File: config.mk
export PLATFORM = sky130hd
export DESIGN_NAME = mem_arbiter
export DESIGN_NICKNAME = d
export VERILOG_FILES = /design/src/rtl/mem_arb_pkg.sv /design/src/rtl/store_merge.sv /design/src/rtl/mem_arbiter.sv
export SDC_FILE = /design/constraint.sdc
export NUM_CORES = 1
export LEC_CHECK = 0
export BUFFER_PORTS_ARGS = -buffer_cell sky130_fd_sc_hd__buf_2
export CORE_UTILIZATION = 54
export CTS_CLUSTER_DIAMETER = 50
export CTS_CLUSTER_SIZE = 20
export DETAILED_ROUTE_END_ITERATION = 10
export PLACE_DENSITY = 0.84
export SLEW_MARGIN = 40
export SYNTH_ARGS = -nofsm -noshare
export SYNTH_HDL_FRONTEND = slang
export SYNTH_HIERARCHICAL = 1
export SYNTH_SLANG_ARGS = --single-unit
export TNS_END_PERCENT = 5
File: constraint.sdc
create_clock -name CLK -period 3.5 [get_ports CLK]
set_input_delay 0.35 -clock CLK [delete_from_list [all_inputs] [get_ports CLK]]
set_output_delay 0.35 -clock CLK [all_outputs]
set_load 0.05 [all_outputs]
File: src/rtl/mem_arb_pkg.sv
// -----------------------------------------------------------------------------
// mem_arb_pkg
//   Shared types and helpers for the instruction/data RAM arbiter.
//   - state_e      : arbiter FSM states (IDLE, RMW_WR)
//   - SIZE_B/H/W   : D_SIZE encodings (byte, halfword, word; 2'b11 is illegal)
//   - merge_store  : lays right-aligned store data into the addressed lanes
//                    of the old RAM word
//   - misaligned   : flags accesses whose size does not fit at the byte offset
// -----------------------------------------------------------------------------
package mem_arb_pkg;

   localparam int DATA_W = 32;

   typedef enum logic [0:0] {
      IDLE   = 1'b0,
      RMW_WR = 1'b1
   } state_e;

   localparam logic [1:0] SIZE_B = 2'b00;
   localparam logic [1:0] SIZE_H = 2'b01;
   localparam logic [1:0] SIZE_W = 2'b10;

   function automatic logic [DATA_W-1:0] merge_store(
      input logic [DATA_W-1:0] old_word,
      input logic [DATA_W-1:0] wdata,
      input logic [1:0]        size,
      input logic [1:0]        off
   );
      logic [DATA_W-1:0] m;
      m = old_word;
      case (size)
         SIZE_B: begin
            case (off)
               2'd0:    m[7:0]   = wdata[7:0];
               2'd1:    m[15:8]  = wdata[7:0];
               2'd2:    m[23:16] = wdata[7:0];
               default: m[31:24] = wdata[7:0];
            endcase
         end
         SIZE_H: begin
            if (off[1]) m[31:16] = wdata[15:0];
            else        m[15:0]  = wdata[15:0];
         end
         default: m = wdata;
      endcase
      return m;
   endfunction

   function automatic logic misaligned(input logic [1:0] size, input logic [1:0] off);
      case (size)
         SIZE_B:  return 1'b0;
         SIZE_H:  return off[0];
         SIZE_W:  return (off != 2'b00);
         default: return 1'b1;
      endcase
   endfunction

endpackage

File: src/rtl/store_merge.sv
// -----------------------------------------------------------------------------
// store_merge
//   Combinational lane merge for sub-word stores plus misalignment detect.
//   Ports:
//     i_old      old RAM word read back for the merge
//     i_wdata    right-aligned store data
//     i_size     access size (SIZE_B/SIZE_H/SIZE_W, 2'b11 illegal)
//     i_off      byte offset within the word (address bits [1:0])
//     o_merged   old word with the addressed lanes replaced
//     o_misalign access does not fit at this offset (or illegal size)
// -----------------------------------------------------------------------------
module store_merge
   import mem_arb_pkg::*;
(
   input  logic [DATA_W-1:0] i_old,
   input  logic [DATA_W-1:0] i_wdata,
   input  logic [1:0]        i_size,
   input  logic [1:0]        i_off,
   output logic [DATA_W-1:0] o_merged,
   output logic              o_misalign
);

   assign o_merged   = merge_store(i_old, i_wdata, i_size, i_off);
   assign o_misalign = misaligned(i_size, i_off);

endmodule

File: src/rtl/mem_arbiter.sv
// -----------------------------------------------------------------------------
// mem_arbiter
//   Shares one single-port, word-addressed RAM (async read, sync write)
//   between instruction fetch (I) and the load/store unit (D). Arbitrates
//   per cycle, registers read data, and turns byte/half stores into a
//   two-cycle read-modify-write since the RAM has no byte enables.
//   Ports:
//     CLK, RST_N                 clock, synchronous active-low reset
//     I_REQ/I_ADDR               fetch request and byte address
//     I_GNT                      fetch accepted this cycle (combinational)
//     I_RVALID/I_RDATA           fetched word, one cycle after I_GNT
//     D_REQ/D_WE/D_SIZE/D_ADDR/D_WDATA   data request
//     D_GNT                      data accepted this cycle (combinational)
//     D_RVALID/D_RDATA/D_ERR     load data / store done / misalign pulse
//     RAM_WE/RAM_A/RAM_WD        to RAM (RAM_A always word-aligned)
//     RAM_RD                     from RAM, combinational read
// -----------------------------------------------------------------------------
module mem_arbiter
   import mem_arb_pkg::*;
#(
   parameter int WORD       = 32,
   parameter int STARVE_MAX = 4
) (
   input  logic            CLK,
   input  logic            RST_N,
   input  logic            I_REQ,
   input  logic [WORD-1:0] I_ADDR,
   output logic            I_GNT,
   output logic            I_RVALID,
   output logic [WORD-1:0] I_RDATA,
   input  logic            D_REQ,
   input  logic            D_WE,
   input  logic [1:0]      D_SIZE,
   input  logic [WORD-1:0] D_ADDR,
   input  logic [WORD-1:0] D_WDATA,
   output logic            D_GNT,
   output logic            D_RVALID,
   output logic [WORD-1:0] D_RDATA,
   output logic            D_ERR,
   output logic            RAM_WE,
   output logic [WORD-1:0] RAM_A,
   output logic [WORD-1:0] RAM_WD,
   input  logic [WORD-1:0] RAM_RD
);

   localparam int              CNT_W      = $clog2(STARVE_MAX + 1);
   localparam logic [CNT_W-1:0] STARVE_LIM = CNT_W'(STARVE_MAX);
   localparam logic [WORD-1:0]  ALIGN_MSK  = ~WORD'(3);

   state_e           r_state;
   logic [CNT_W-1:0] r_starve_cnt;
   logic [WORD-1:0]  r_merge;
   logic [WORD-1:0]  r_rmw_addr;

   logic             w_idle;
   logic             w_d_win;
   logic             w_i_win;
   logic             w_misalign;
   logic             w_word_store;
   logic [WORD-1:0]  w_merged;
   logic [WORD-1:0]  w_sel_addr;

   // Merge is computed from the live RAM read in the grant cycle and parked
   // in r_merge, so the write cycle never sees RAM_RD combinationally.
   store_merge u_store_merge (
      .i_old      (RAM_RD),
      .i_wdata    (D_WDATA),
      .i_size     (D_SIZE),
      .i_off      (D_ADDR[1:0]),
      .o_merged   (w_merged),
      .o_misalign (w_misalign)
   );

   // D has priority until I has been refused STARVE_MAX times in a row.
   assign w_idle       = (r_state == IDLE);
   assign w_d_win      = w_idle && D_REQ && (r_starve_cnt < STARVE_LIM);
   assign w_i_win      = w_idle && !w_d_win && I_REQ;
   assign D_GNT        = w_d_win;
   assign I_GNT        = w_i_win;
   assign w_sel_addr   = w_d_win ? D_ADDR : I_ADDR;
   assign w_word_store = w_d_win && D_WE && !w_misalign && (D_SIZE == SIZE_W);

   always_comb begin
      // NOTE: every output gets a default before any condition, so no latch
      // is inferred.
      RAM_A  = w_sel_addr & ALIGN_MSK;
      RAM_WD = D_WDATA;
      RAM_WE = w_word_store;
      if (r_state == RMW_WR) begin
         RAM_A  = r_rmw_addr;
         RAM_WD = r_merge;
         RAM_WE = 1'b1;
      end
      // Reset is synchronous, so the FSM may still sit in RMW_WR while RST_N
      // is low; the write must be suppressed combinationally.
      if (!RST_N) RAM_WE = 1'b0;
   end

   // NOTE: sequential state uses non-blocking assignments only, so every
   // right-hand side reads the pre-edge value.
   always_ff @(posedge CLK) begin
      if (!RST_N) begin
         r_state      <= IDLE;
         r_starve_cnt <= '0;
         r_merge      <= '0;
         r_rmw_addr   <= '0;
         I_RVALID     <= 1'b0;
         I_RDATA      <= '0;
         D_RVALID     <= 1'b0;
         D_RDATA      <= '0;
         D_ERR        <= 1'b0;
      end else begin
         I_RVALID <= w_i_win;
         D_RVALID <= 1'b0;
         D_ERR    <= 1'b0;

         if (w_i_win) I_RDATA <= RAM_RD;

         if (I_REQ && !w_i_win) begin
            if (r_starve_cnt != STARVE_LIM) r_starve_cnt <= r_starve_cnt + CNT_W'(1);
         end else begin
            r_starve_cnt <= '0;
         end

         case (r_state)
            IDLE: begin
               if (w_d_win) begin
                  if (w_misalign) begin
                     D_RVALID <= 1'b1;
                     D_ERR    <= 1'b1;
                  end else if (!D_WE) begin
                     D_RVALID <= 1'b1;
                     D_RDATA  <= RAM_RD;
                  end else if (D_SIZE == SIZE_W) begin
                     D_RVALID <= 1'b1;
                  end else begin
                     r_merge    <= w_merged;
                     r_rmw_addr <= D_ADDR & ALIGN_MSK;
                     r_state    <= RMW_WR;
                  end
               end
            end
            RMW_WR: begin
               D_RVALID <= 1'b1;
               r_state  <= IDLE;
            end
         endcase
      end
   end

endmodule

---- Word-level counts from Yosys, hierarchy flattened ----
Cells that the tools add are included.
storage, ports and cells
  output and inout port bits .............. 134
  logic and storage cells ................. 65
  bits in registers ....................... 133
operators by class
  multiplexer cells ....................... 24
  add/subtract/negate cells ............... 1
  equality and inequality tests ........... 5
  bitwise logic cells ..................... 6
  $lt $le $gt $ge ......................... 1
  reductions and logical operators ........ 19
operators with widths
  operator                                                                number
  32-bit two-way mux                                                      3
  32-bit one-hot mux with 2 select lines                                  1
  16-bit two-way mux                                                      2
  8-bit two-way mux                                                       4
  1-bit two-way mux                                                       11
  1-bit logical AND                                                       8
  1-bit inverter                                                          6
  3-bit OR reduction                                                      2
  5-bit AND reduction                                                     1
  2-bit by 1-bit equality test with 1-bit output (second input constant)  2
  2-bit equality test (second input constant)                             2
  2-bit zero test                                                         2
  1-bit one-hot mux with 2 select lines                                   2
  4-bit AND reduction                                                     1
  3-bit by 1-bit adder with 3-bit output (second input constant)          1
  1-bit zero test                                                         3
  3-bit < comparator (second input constant)                              1
  3-bit != test (second input constant)                                   1
  1-bit one-hot mux with 3 select lines                                   1
  2-bit AND reduction                                                     1
  2-bit nonzero test                                                      1

---- Longest topological paths before layout ----
  word-level depth ........................ 9
  gate-level depth with buffers ........... 8
  mapped depth without buffers ............ 5

---- By module ----
Netlist, hierarchy kept.
by module, submodules not included
  module       area each (um^2)  cells an instance  instances
  mem_arbiter  6,163.4           690                1
  store_merge  892.1             111                1

---- Least setup slack after synthesis ----
No wires, ideal clock.
  path type ............................... register -> output
  start point ............................. register r_starve_cnt[2]
  end point ............................... output port RAM_A[10]
  path slack .............................. 1.083 ns
  path buffers ............................ 2
  stages on the path, launching flop included .. 6
  data arrival time ....................... 2.067 ns
  path through ............................ dfxtp_1 nand2b_4 buf_6 buf_2 mux2i_1 o21ai_0
on the way
  longest elaborated chain between the ends .. 4
ends and longest elaborated chain
  element                 line                text
  start, declared         mem_arbiter.sv:51   logic [CNT_W-1:0] r_starve_cnt;
  start signal, assigned  mem_arbiter.sv:120  if (r_starve_cnt != STARVE_LIM) r_starve_cnt <= r_starve_cnt + CNT_W'(1);
  3-bit < comparator      mem_arbiter.sv:76   assign w_d_win = w_idle && D_REQ && (r_starve_cnt < STARVE_LIM);
  1-bit logical AND       mem_arbiter.sv:76
  32-bit two-way mux      mem_arbiter.sv:80   assign w_sel_addr = w_d_win ? D_ADDR : I_ADDR;
  32-bit two-way mux      mem_arbiter.sv:89   if (r_state == RMW_WR) begin
  end, declared           mem_arbiter.sv:41   output logic [WORD-1:0] RAM_A,
Every way passes these cells.

---- Worst setup path after layout ----
  start point ............................. register r_starve_cnt[2]
  end point ............................... output port RAM_A[7]
The elaborated chain is that of the path after synthesis.

==> summary by stage <==
Run status
The flow ran to the end, and the final reports show no timing, DRC or antenna violations.

Logic synthesis
The cell area after synthesis is between 7000 and 8000 um2. The most used flip-flop cell after synthesis is dfxtp_1. In the post-synthesis netlist, the biggest area contributors are dfxtp_1 (38%), mux2i_1 (27%), nand2_1 (14%). The synthesized netlist contains a little over 40 unique library cells. The synthesized design contains about 130 register bits. The average instance in the mapped netlist occupies slightly below 9 um2.

For this run, the number of Yosys warnings is 6. In this run the biggest area consumer among cell types represents between 30% and 40% of the synthesized area. The largest area contributor in the synthesized netlist is dfxtp_1. The number of enable-type register cells in the synthesized netlist is 0.

In the synthesized netlist the async set-or-reset flop fraction comes to 0%. The number of instances in the synthesized netlist is between 800 and 900. Sequential elements use roughly 38% of the synthesized area.

Hold path
The tightest min-delay check is of the input port to flop type. In this run the most critical hold path is launched from D_ADDR[19].

Floorplanning
The core region area is roughly 13000 um2. The area enclosed by the die boundary is 13500 um2. 269 I/O pins were placed.

The initialized floorplan defines 41 standard-cell rows. The width of the chip is about 120 um. Measured along the y axis, the die boundary spans around 120 um.

The effective utilization at floorplan is between 50% and 60%.

Pwr
For this design the ratio of total power to cell area is roughly 470 nW/um2. Combinational logic is responsible for 21.2% of the overall power. For this design the static power due to leakage is between 0.004 and 0.005 uW. The switching fraction of total power is 29.8%. The worst-case IR drop observed on VDD is between 0.3 and 0.4 mV. The share of power burned in registers is 37.8%. The cell-internal power is 2980 uW.

The clock network fraction of total power is about two fifths. The net switching power is 1260 uW.

Layout
The final non-filler cell area is between 8000 and 9000 um2. In the layout the commonest cells are nand2_1 (269), buf_2 (263), mux2i_1 (188). The library cell used most frequently in the layout, excluding fill and tap cells, is nand2_1. The number of nets in the layout is ~1200.

The post-route netlist has about a third of its cells at a drive strength greater than 1. The fill cell total of the finished layout is roughly 1100. Relative to the synthesized area, the layout overhead comes to 26.8%.

Clock network
Counting along the longest clock path gives a buffer depth of 2. Hold repair after CTS inserted 0 buffers. The later pin in the worst-skew pair is clocked with a latency of approximately 0.41 ns. TritonCTS built the clock tree. The clock sink total is 133.

The number of setup buffers added after CTS is 0. The H-tree was split into 4 levels. The buffer type at the clock tree root is clkbuf_16. After clock tree synthesis, the clock-pin slew on the worst setup and hold paths is about 0.05 ns.

The number of buffers inserted during clock tree synthesis is 17. Gates resized during post-CTS repair numbered 0.

STA
Dividing the final minimum period by the clock period gives roughly 72%. Setup repair after global routing left no endpoint under its margin. The worst pin sits at a relative slew slack of between 50% and 60%. The total of endpoints with negative setup slack in the final report is 0. Between clock sinks in the finished design, the worst skew comes to about 0.0096 ns. For the pin with the worst max-slew slack, the measured transition is about 0.75 ns. The final critical delay including setup and external delays is about 2.5 ns. Static timing analysis puts the maximum clock frequency at just under 400 MHz.

After routing, the total negative slack on setup checks comes to 0 ns. The max-slew violation count was 0. The number of failing hold endpoints at the final stage is 0.

GRT
The initial antenna violation count is 1. The number of global-route vias before repair is slightly below 6000. The total overflow left after global routing is 0. The global-route wire length before repair is ~29000 um. The maximum number of pins on one net before global-route repair is 103.

Global routing used between 20% and 30% of the available tracks across all layers.

Detailed routing
The total iterations of the first detailed-routing run is 6. The post-detailed-route DRC marker count is 0. The detailed router placed approximately 6400 vias in this run. After the first detailed-routing iteration, the DRC count stood at between 500 and 600. Wires add up to between 15000 and 20000 um. The mean routed wirelength per cell is 16.0 um. The count of nets left with antenna violations after detail routing is 0. Dividing the detail-routed via count by the number of cells gives 5.33.

Place
The wire-length estimate of the detail-placed layout is 13800 um. The total placed instance area is about 8400 um2. The number of port buffers is 264.

At the end of routability-driven placement, the weighted congestion stood at between 0.7 and 0.8.

Critical path
The worst setup path startpoint is r_starve_cnt[2]. The startpoint identified for the worst register-to-register timing path is r_starve_cnt[2]. STA classifies the critical path startpoint as a flop. The maximum fanout encountered on the critical timing path is 34. The signal arrival time at the worst endpoint is between 2 and 2.5 ns. The critical setup path kind is flop to primary output. The worst setup path is captured at a primary output. The required time at the worst-slack endpoint is around 3.2 ns.

Flow run
The max-capacitance violation count is 0.
[state kept, by name, indices dropped and copies added, names as in the netlist]
| register | cells |
|---|---|
| r_starve_cnt | 3 |
| r_rmw_addr | 30 |
| r_state | 1 |
| D_RVALID | 1 |
| r_merge | 32 |
| I_RVALID | 1 |
| D_RDATA | 32 |
| I_RDATA | 32 |
| D_ERR | 1 |
[power by group through the flow]
stage | combinational (uW) | sequential (uW) | clock (uW)
final | 899 | 1610 | 1740
after global routing | 954 | 1610 | 1840
after CTS | 898 | 1600 | 1760
after detailed placement | 894 | 1640 | 0
after global placement | 876 | 1640 | 0
after floorplan | 537 | 1750 | 0
[routing by layer]
layer  share of wire (%)  vias up  GRT usage [%]
li1                    -     3175              -
met1                  42     2981           35.3
met2                  49      250           46.3
met3                 6.7       41           6.59
met4                 2.5        0           13.7
met5                   0        -              0
[area by class of cell]
type	instances	area, um2	share of cell area (%)
timing repair buffer	272	1410	15.8
sequential	133	2670	29.8
tap	172	215	2.41
antenna	2	5.00	0.0560
clock buffer	24	503	5.62
multi-input combinational	599	4060	45.4
inverter	3	11.3	0.126
clock inverter	4	70.1	0.783
[cell usage after synthesis, types with 2 or more instances]
master    count
a221o_1       8
and2_1        9
o21ai_0      30
nand2_1     269
buf_6         4
buf_1         3
nor3_1        2
clkbuf_1     35
nand2b_1      4
o21a_1        2
buf_2        13
ha_1          2
dfxtp_1     133
inv_1         2
o221ai_1     16
mux2i_1     188
buf_4        10
nor2_1        5
a21oi_1       4
mux2_2       40
nor2b_1       2
[worst max-delay path, cell delays in order (launching register included)]
cell	delay [ns]
dfxtp_1	0.41
nand2b_4	0.17
buf_4	0.46
mux2i_1	0.17
o21ai_0	0.23
buf_2	0.31
[worst paths after layout]
check	endpoint	slack (ns)	cells past startpoint
worst max register to register	r_merge[30]	1.40	5
worst min-delay path	r_rmw_addr[19]	0.19	3
worst max-delay path	RAM_A[7]	0.97	5
worst min register to register	D_RDATA[6]	0.45	2
[through the flow]
stage	cells	worst slack, ns	utilization (%)	total power (uW)	hold WS [ns]
floorplan	802	1.08	-	2290	0.431
global placement	1178	0.950	65.8	2510	0.440
detailed placement	1179	1.15	66.0	2530	0.445
CTS	1207	0.964	70.5	4260	0.180
global route	1208	0.840	70.6	4410	0.188
finish	1209	0.968	70.6	4240	0.193
[cell families (layout without fill, tap and decap cells)]
kind of cell,Yosys count,count (layout),share of synthesized area (%)
AO/OA/AOI/OAI,64,64,6.33
XOR/XNOR,1,1,0.124
adder cells (fa/ha/maj),2,2,0.355
buffers and inverters,70,303,4.98
flip-flops,133,133,37.7
multiplexers,228,228,33.1
other,1,4,0.0531
AND/OR/NAND/NOR,302,302,17.4
(Power assumes the default switching activity.)
